<file path="config.mk">
export PLATFORM = sky130hd
export DESIGN_NAME = rob_rollback_ctrl
export DESIGN_NICKNAME = d
export VERILOG_FILES = /design/src/rtl/rob_rollback_ctrl.sv
export SDC_FILE = /design/constraint.sdc
export NUM_CORES = 1
export LEC_CHECK = 0
export ABC_AREA = 1
export BUFFER_PORTS_ARGS = -buffer_cell sky130_fd_sc_hd__buf_2
export CORE_MARGIN = 2
export CORE_UTILIZATION = 45
export DETAILED_ROUTE_END_ITERATION = 8
export GPL_TIMING_DRIVEN = 1
export PLACE_DENSITY = 0.9
export SLEW_MARGIN = 20
export SYNTH_ARGS = -nofsm -noshare
export SYNTH_HDL_FRONTEND = slang
export SYNTH_SLANG_ARGS = --single-unit
</file>
<file path="constraint.sdc">
create_clock -name clock -period 3.5 [get_ports clock]
set_input_delay 0.35 -clock clock [delete_from_list [all_inputs] [get_ports clock]]
set_output_delay 0.35 -clock clock [all_outputs]
set_load 0.02 [all_outputs]
</file>
<file path="src/rtl/rob_rollback_ctrl.sv">
// ROB rollback sequencer: walks youngest->branch+1 undoing rename state, then resets tail.
// Optional perf counters enabled by defining ROB_ROLLBACK_PERF_EN.
module rob_rollback_ctrl #(
   parameter int unsigned ROB_SIZE   = 32,
   parameter int unsigned PHYS_IDX_W = 6,
   parameter int unsigned ARCH_IDX_W = 5,
   localparam int unsigned IDX_W     = $clog2(ROB_SIZE)
) (
   input  logic                  clock,
   input  logic                  reset,
   input  logic                  mispredict_valid,
   input  logic [IDX_W-1:0]      mispredict_rob_idx,
   input  logic [IDX_W-1:0]      rob_tail,
   output logic [IDX_W-1:0]      rd_idx,
   input  logic                  rd_busy,
   input  logic                  rd_has_dest,
   input  logic [ARCH_IDX_W-1:0] rd_arch_dest,
   input  logic [PHYS_IDX_W-1:0] rd_T_old,
   input  logic [PHYS_IDX_W-1:0] rd_T_new,
   output logic                  undo_valid,
   output logic [ARCH_IDX_W-1:0] undo_arch_reg,
   output logic [PHYS_IDX_W-1:0] undo_T_old,
   output logic [PHYS_IDX_W-1:0] undo_T_new,
   output logic                  squash_valid,
   output logic [IDX_W-1:0]      squash_idx,
   output logic                  tail_set_valid,
   output logic [IDX_W-1:0]      tail_set_value,
   output logic                  stall,
`ifdef ROB_ROLLBACK_PERF_EN
   output logic [31:0]           perf_rollbacks,
   output logic [31:0]           perf_walk_cycles,
`endif
   output logic                  done
);

   typedef enum logic [1:0] {
      IDLE   = 2'd0,
      WALK   = 2'd1,
      FINISH = 2'd2
   } state_t;

   state_t           state_q, state_d;
   logic [IDX_W-1:0] br_idx_q, br_idx_d;
   logic [IDX_W-1:0] cur_q, cur_d;

   // State register
   always_ff @(posedge clock) begin
      if (reset) begin
         state_q  <= IDLE;
         br_idx_q <= '0;
         cur_q    <= '0;
      end else begin
         state_q  <= state_d;
         br_idx_q <= br_idx_d;
         cur_q    <= cur_d;
      end
   end

   // Next state and outputs
   always_comb begin
      state_d        = state_q;
      br_idx_d       = br_idx_q;
      cur_d          = cur_q;
      rd_idx         = '0;
      undo_valid     = 1'b0;
      undo_arch_reg  = '0;
      undo_T_old     = '0;
      undo_T_new     = '0;
      squash_valid   = 1'b0;
      squash_idx     = '0;
      tail_set_valid = 1'b0;
      tail_set_value = '0;
      stall          = 1'b0;
      done           = 1'b0;
      case (state_q)
         IDLE: begin
            stall = mispredict_valid;
            if (mispredict_valid) begin
               br_idx_d = mispredict_rob_idx;
               cur_d    = rob_tail;
               state_d  = (rob_tail == mispredict_rob_idx) ? FINISH : WALK;
            end
         end
         WALK: begin
            stall         = 1'b1;
            rd_idx        = cur_q;
            squash_valid  = 1'b1;
            squash_idx    = cur_q;
            undo_valid    = rd_busy & rd_has_dest;
            undo_arch_reg = rd_arch_dest;
            undo_T_old    = rd_T_old;
            undo_T_new    = rd_T_new;
            // Stop after the entry just younger than the branch; decrement wraps naturally
            if (cur_q == IDX_W'(br_idx_q + IDX_W'(1))) begin
               state_d = FINISH;
            end else begin
               cur_d = IDX_W'(cur_q - IDX_W'(1));
            end
         end
         FINISH: begin
            stall          = 1'b1;
            tail_set_valid = 1'b1;
            tail_set_value = br_idx_q;
            done           = 1'b1;
            state_d        = IDLE;
         end
         default: begin
            state_d = IDLE;
         end
      endcase
   end

`ifdef ROB_ROLLBACK_PERF_EN
   logic [31:0] perf_rollbacks_q;
   logic [31:0] perf_walk_cycles_q;

   // Saturating performance counters
   always_ff @(posedge clock) begin
      if (reset) begin
         perf_rollbacks_q   <= '0;
         perf_walk_cycles_q <= '0;
      end else begin
         if (state_q == IDLE && mispredict_valid && perf_rollbacks_q != 32'hFFFF_FFFF) begin
            perf_rollbacks_q <= perf_rollbacks_q + 32'd1;
         end
         if (state_q == WALK && perf_walk_cycles_q != 32'hFFFF_FFFF) begin
            perf_walk_cycles_q <= perf_walk_cycles_q + 32'd1;
         end
      end
   end

   assign perf_rollbacks   = perf_rollbacks_q;
   assign perf_walk_cycles = perf_walk_cycles_q;
`endif

endmodule

</file>
## Word level (Yosys, flattened, before mapping)

Index checks and enable logic that the tools add are counted.

- Add/subtract/negate cells: 2
- Equality and inequality tests: 7
- Multiplexer cells: 16
- Bitwise operators: 1
- Reductions and logical operators: 6

Operator list:

| kind | number |
|---|---|
| 5-bit 2-to-1 mux | 5 |
| 6-bit 2-to-1 mux | 2 |
| 5-bit equality test | 2 |
| 5-bit case mux with 2 select lines | 1 |
| 2-bit 2-to-1 mux | 3 |
| 2-bit != test, second input constant | 3 |
| 5-bit by 1-bit adder with 5-bit output, second input constant | 1 |
| 5-bit by 1-bit subtractor with 5-bit output, second input constant | 1 |
| 2-bit case mux with 2 select lines | 1 |
| 2-bit AND reduction | 2 |
| 1-bit 2-to-1 mux | 3 |
| 3-bit AND reduction | 1 |
| 2-bit by 1-bit equality test with 1-bit output, second input constant | 1 |
| 2-bit equality test, second input constant | 1 |
| 2-bit logical NOT | 1 |
| 1-bit case mux with 2 select lines | 1 |
| 2-bit nonzero test | 1 |
| 2-bit OR reduction | 1 |
| 1-bit bitwise AND | 1 |

- Bits in registers: 12
- Bits of input ports: 32
- Output and inout bits: 37
- Word-level logic and storage cells: 35

## Longest topological paths before layout

- Depth in word-level cells: 4
- Mapped depth: 12

## Worst setup path before layout

OpenSTA, ideal clock, no wires.

- Path kind: reg2out
- Start: reg state_q[1]
- End: out squash_idx[2]
- Arrival time: 1.421 ns
- Slack: 1.729 ns
- Cell stages (with the launch flop): 8
- Buffers on the path: 3
- Cells stage by stage: dfxtp_1 inv_1 ha_1 buf_6 buf_2 nand2_1 inv_1 buf_4

- Cells in the longest elaborated chain, start to end: 2

Ends and longest elaborated chain:

| what | line | text |
|---|---|---|
| from (decl) | 42 | `state_t state_q, state_d;` |
| from (signal assigned) | 53 | `state_q <= state_d;` |
| 2-bit by 1-bit equality test with 1-bit output | n/a |  |
| 5-bit 2-to-1 mux | n/a |  |
| to (decl) | 25 | `output logic [IDX_W-1:0] squash_idx,` |

Every way passes these cells.

## Final worst setup path

- Start: reg state_q[1]
- End: out undo_valid

- Cells in the longest elaborated chain, start to end: 2

Ends and longest elaborated chain:

| what | line | text |
|---|---|---|
| 2-bit by 1-bit equality test with 1-bit output | 75 | `case (state_q)` |
| 1-bit 2-to-1 mux | 75 |  |
| to (decl) | 20 | `output logic undo_valid,` |

Every way passes these cells.

==> results.toml <==
[global_routing]
grt_pass1_wl_um = 4620
grt_pass1_vias = 1107
grt-ovfl-total = 0
track_usage = 0.216
antenna_found_initial = 0
grt_max_degree = 31

[synthesis]
ys_seq_area_frac = 0.213
yosysUniqueCellTypes = 26
synthCells = 198
synth_seq_cells = 12
synth_nets = 236
syn_avg_cell_area_um2 = 5.71
yosys_warnings = 0
synth_area_mm2 = 0.00113

[detailed_routing]
wl_met3_um = 205
drt-met1-wl_um = 1150
wl_met2_um = 1470
detail-route-antenna-nets = 0
vias = 1323
avgViaCountPerCell = 4.53
routedWlPerCell_um = 9.91
highest_layer = "met4"
drtIter0Drc = 55
drt-pass1-iter-count = 4
drt_wl_total_um = 2890
drc = 0

[clock_network]
cts_made_buffers = 3
cts_setup_buffers = 0
cts_tree = "yes"
htreeDepth = 1
cts.repair.resized = 0
cts_hold_buf = 0
clkSlewWorstSetupHoldPaths_ps = 80
clock-root-buffer = "clkbuf_4"
clock_sinks = 12
cts_buffer_depth = 2
clock_insertion_delay_worst_skew_ps = 280

[cells_and_area]
diodes = 0
utilization = 0.611
fin_area_mm2 = 0.00149
final_common_cell = "buf_2"
drive_above_1_share = 0.321
final_nets = 301
syn_to_final_growth_pct = 31.5
final_cell_mix = "buf_2, nand2_1, inv_1, nor2_1, dfxtp_1"

[min_path]
holdCritPathClass = "in -> reg"

[sta]
slew-limit-headroom = 0.805
tightest_slew_ps = 292
final_hold_viol_count = 0
rsz0062_at_grt = "false"
fin_skew_ps = 2.14
period_share = 0.564
fmax_ghz = 0.507
slew_viol_final = 0
fin_crit_ps = 1970
fin_tns_setup_ps = 0
setup_viol = 0

[power]
powerDensity_mw_per_mm2 = 420
leakage_uw = 0.00107
vdd_drop_max_mv = 0.227
power_uw = 623

[die]
die_width_um = 54.1
initial_core_util = 0.465
rows = 18
die_height_um = 54.1
die-area_mm2 = 0.00293
io_pins = 69
coreArea_mm2 = 0.00243

[outcome]
status = "finished clean"

[worst_setup_path]
r2r_cells = 8
cp-startpoint = "state_q[1]"
r2r_setup_slack_ps = 1700
r2r_start = "state_q[1]"
cp_max_fo = 30
critPathCapture = "undo_valid"
cp-end-kind = "output pin"
worstPathArrival_ps = 1620
critPathRequiredTime_ps = 3150
startpoint_type = "register"
crit_type = "reg -> out"
rr_endpoint = "cur_q[3]"

[place]
placed_cell_area_mm2 = 0.00145
place.gp.congestion = 0.841
hpwl_um = 2310
io_buffers = 68

[job]
maxCapViolCount = 0
-- Yosys cell counts, drive strengths merged --
| cell type | n | share of area |
|---|---|---|
| o21ai | 8 | 0.035 |
| a22oi | 1 | 0.0066 |
| clkinv | 1 | 0.0033 |
| nand2 | 62 | 0.22 |
| o31ai | 1 | 0.0066 |
| inv | 46 | 0.15 |
| nand3 | 11 | 0.053 |
| ha | 6 | 0.066 |
| nor2 | 25 | 0.085 |
| o211ai | 1 | 0.0066 |
| xnor2 | 2 | 0.016 |
| a21oi | 6 | 0.030 |
| xor2 | 5 | 0.039 |
| buf | 9 | 0.059 |
| or2 | 1 | 0.0055 |
| a31oi | 1 | 0.0055 |
| dfxtp | 12 | 0.21 |
-- worst min path at each step --
stage / startpoint / endpoint / depth (start not counted)
detailed placement: br_idx_q[4] / br_idx_q[4] / 2
CTS: reset / state_q[1] / 2
global placement: br_idx_q[4] / br_idx_q[4] / 2
global route: reset / state_q[1] / 2
floorplan: reset / state_q[1] / 1
finish: reset / state_q[1] / 2
-- registers in the layout (all words and copies together), names as in the netlist --
register / cells
state_q: 2
cur_q: 5
br_idx_q: 5
-- metrics by stage --
stage	hold WS, ps	std cells	setup slack, ps
CTS	258	292	1530
global route	247	292	1350
global placement	478	288	1810
detailed placement	490	288	1710
finish	252	292	1530
floorplan	412	198	1730
-- worst max-delay path: stages (launching register included) --
cell and delay [ps]:
dfxtp_1 350, inv_1 80, ha_1 140, buf_4 290, inv_1 190, nor2_1 130, buf_2 170
-- per-layer routing --
metal / vias up / GRT usage
met4: 0 / 0.0958
met2: 53 / 0.356
met5: - / 0
li1: 704 / -
met3: 9 / 0.0389
met1: 557 / 0.274
-- power by group --
group | total, uW | internal, uW | switching [uW]
clock network | 115 | 63.3 | 51.3
logic | 322 | 115 | 206
registers | 187 | 160 | 27.3
-- layout make-up --
cell class                      count  area (um2)
Clock buffer                        4        36.3
Fill cell                         228         947
Inverter                           47         176
Multi-Input combinational cell    130         647
Sequential cell                    12         240
Tap cell                           30        37.5
Timing Repair Buffer               69         348
-- kinds of logic (layout without fill, tap and decap cells) --
family / Yosys count / count (layout) / synth area share
AND/OR/NAND/NOR: 99 / 99 / 0.361
buffers and inverters: 56 / 120 / 0.215
AO/OA/AOI/OAI: 18 / 18 / 0.0908
flip-flops: 12 / 12 / 0.213
XOR/XNOR: 7 / 7 / 0.0543
adder cells (fa/ha/maj): 6 / 6 / 0.0664
Note: power is estimated with default switching activity, not from simulation.
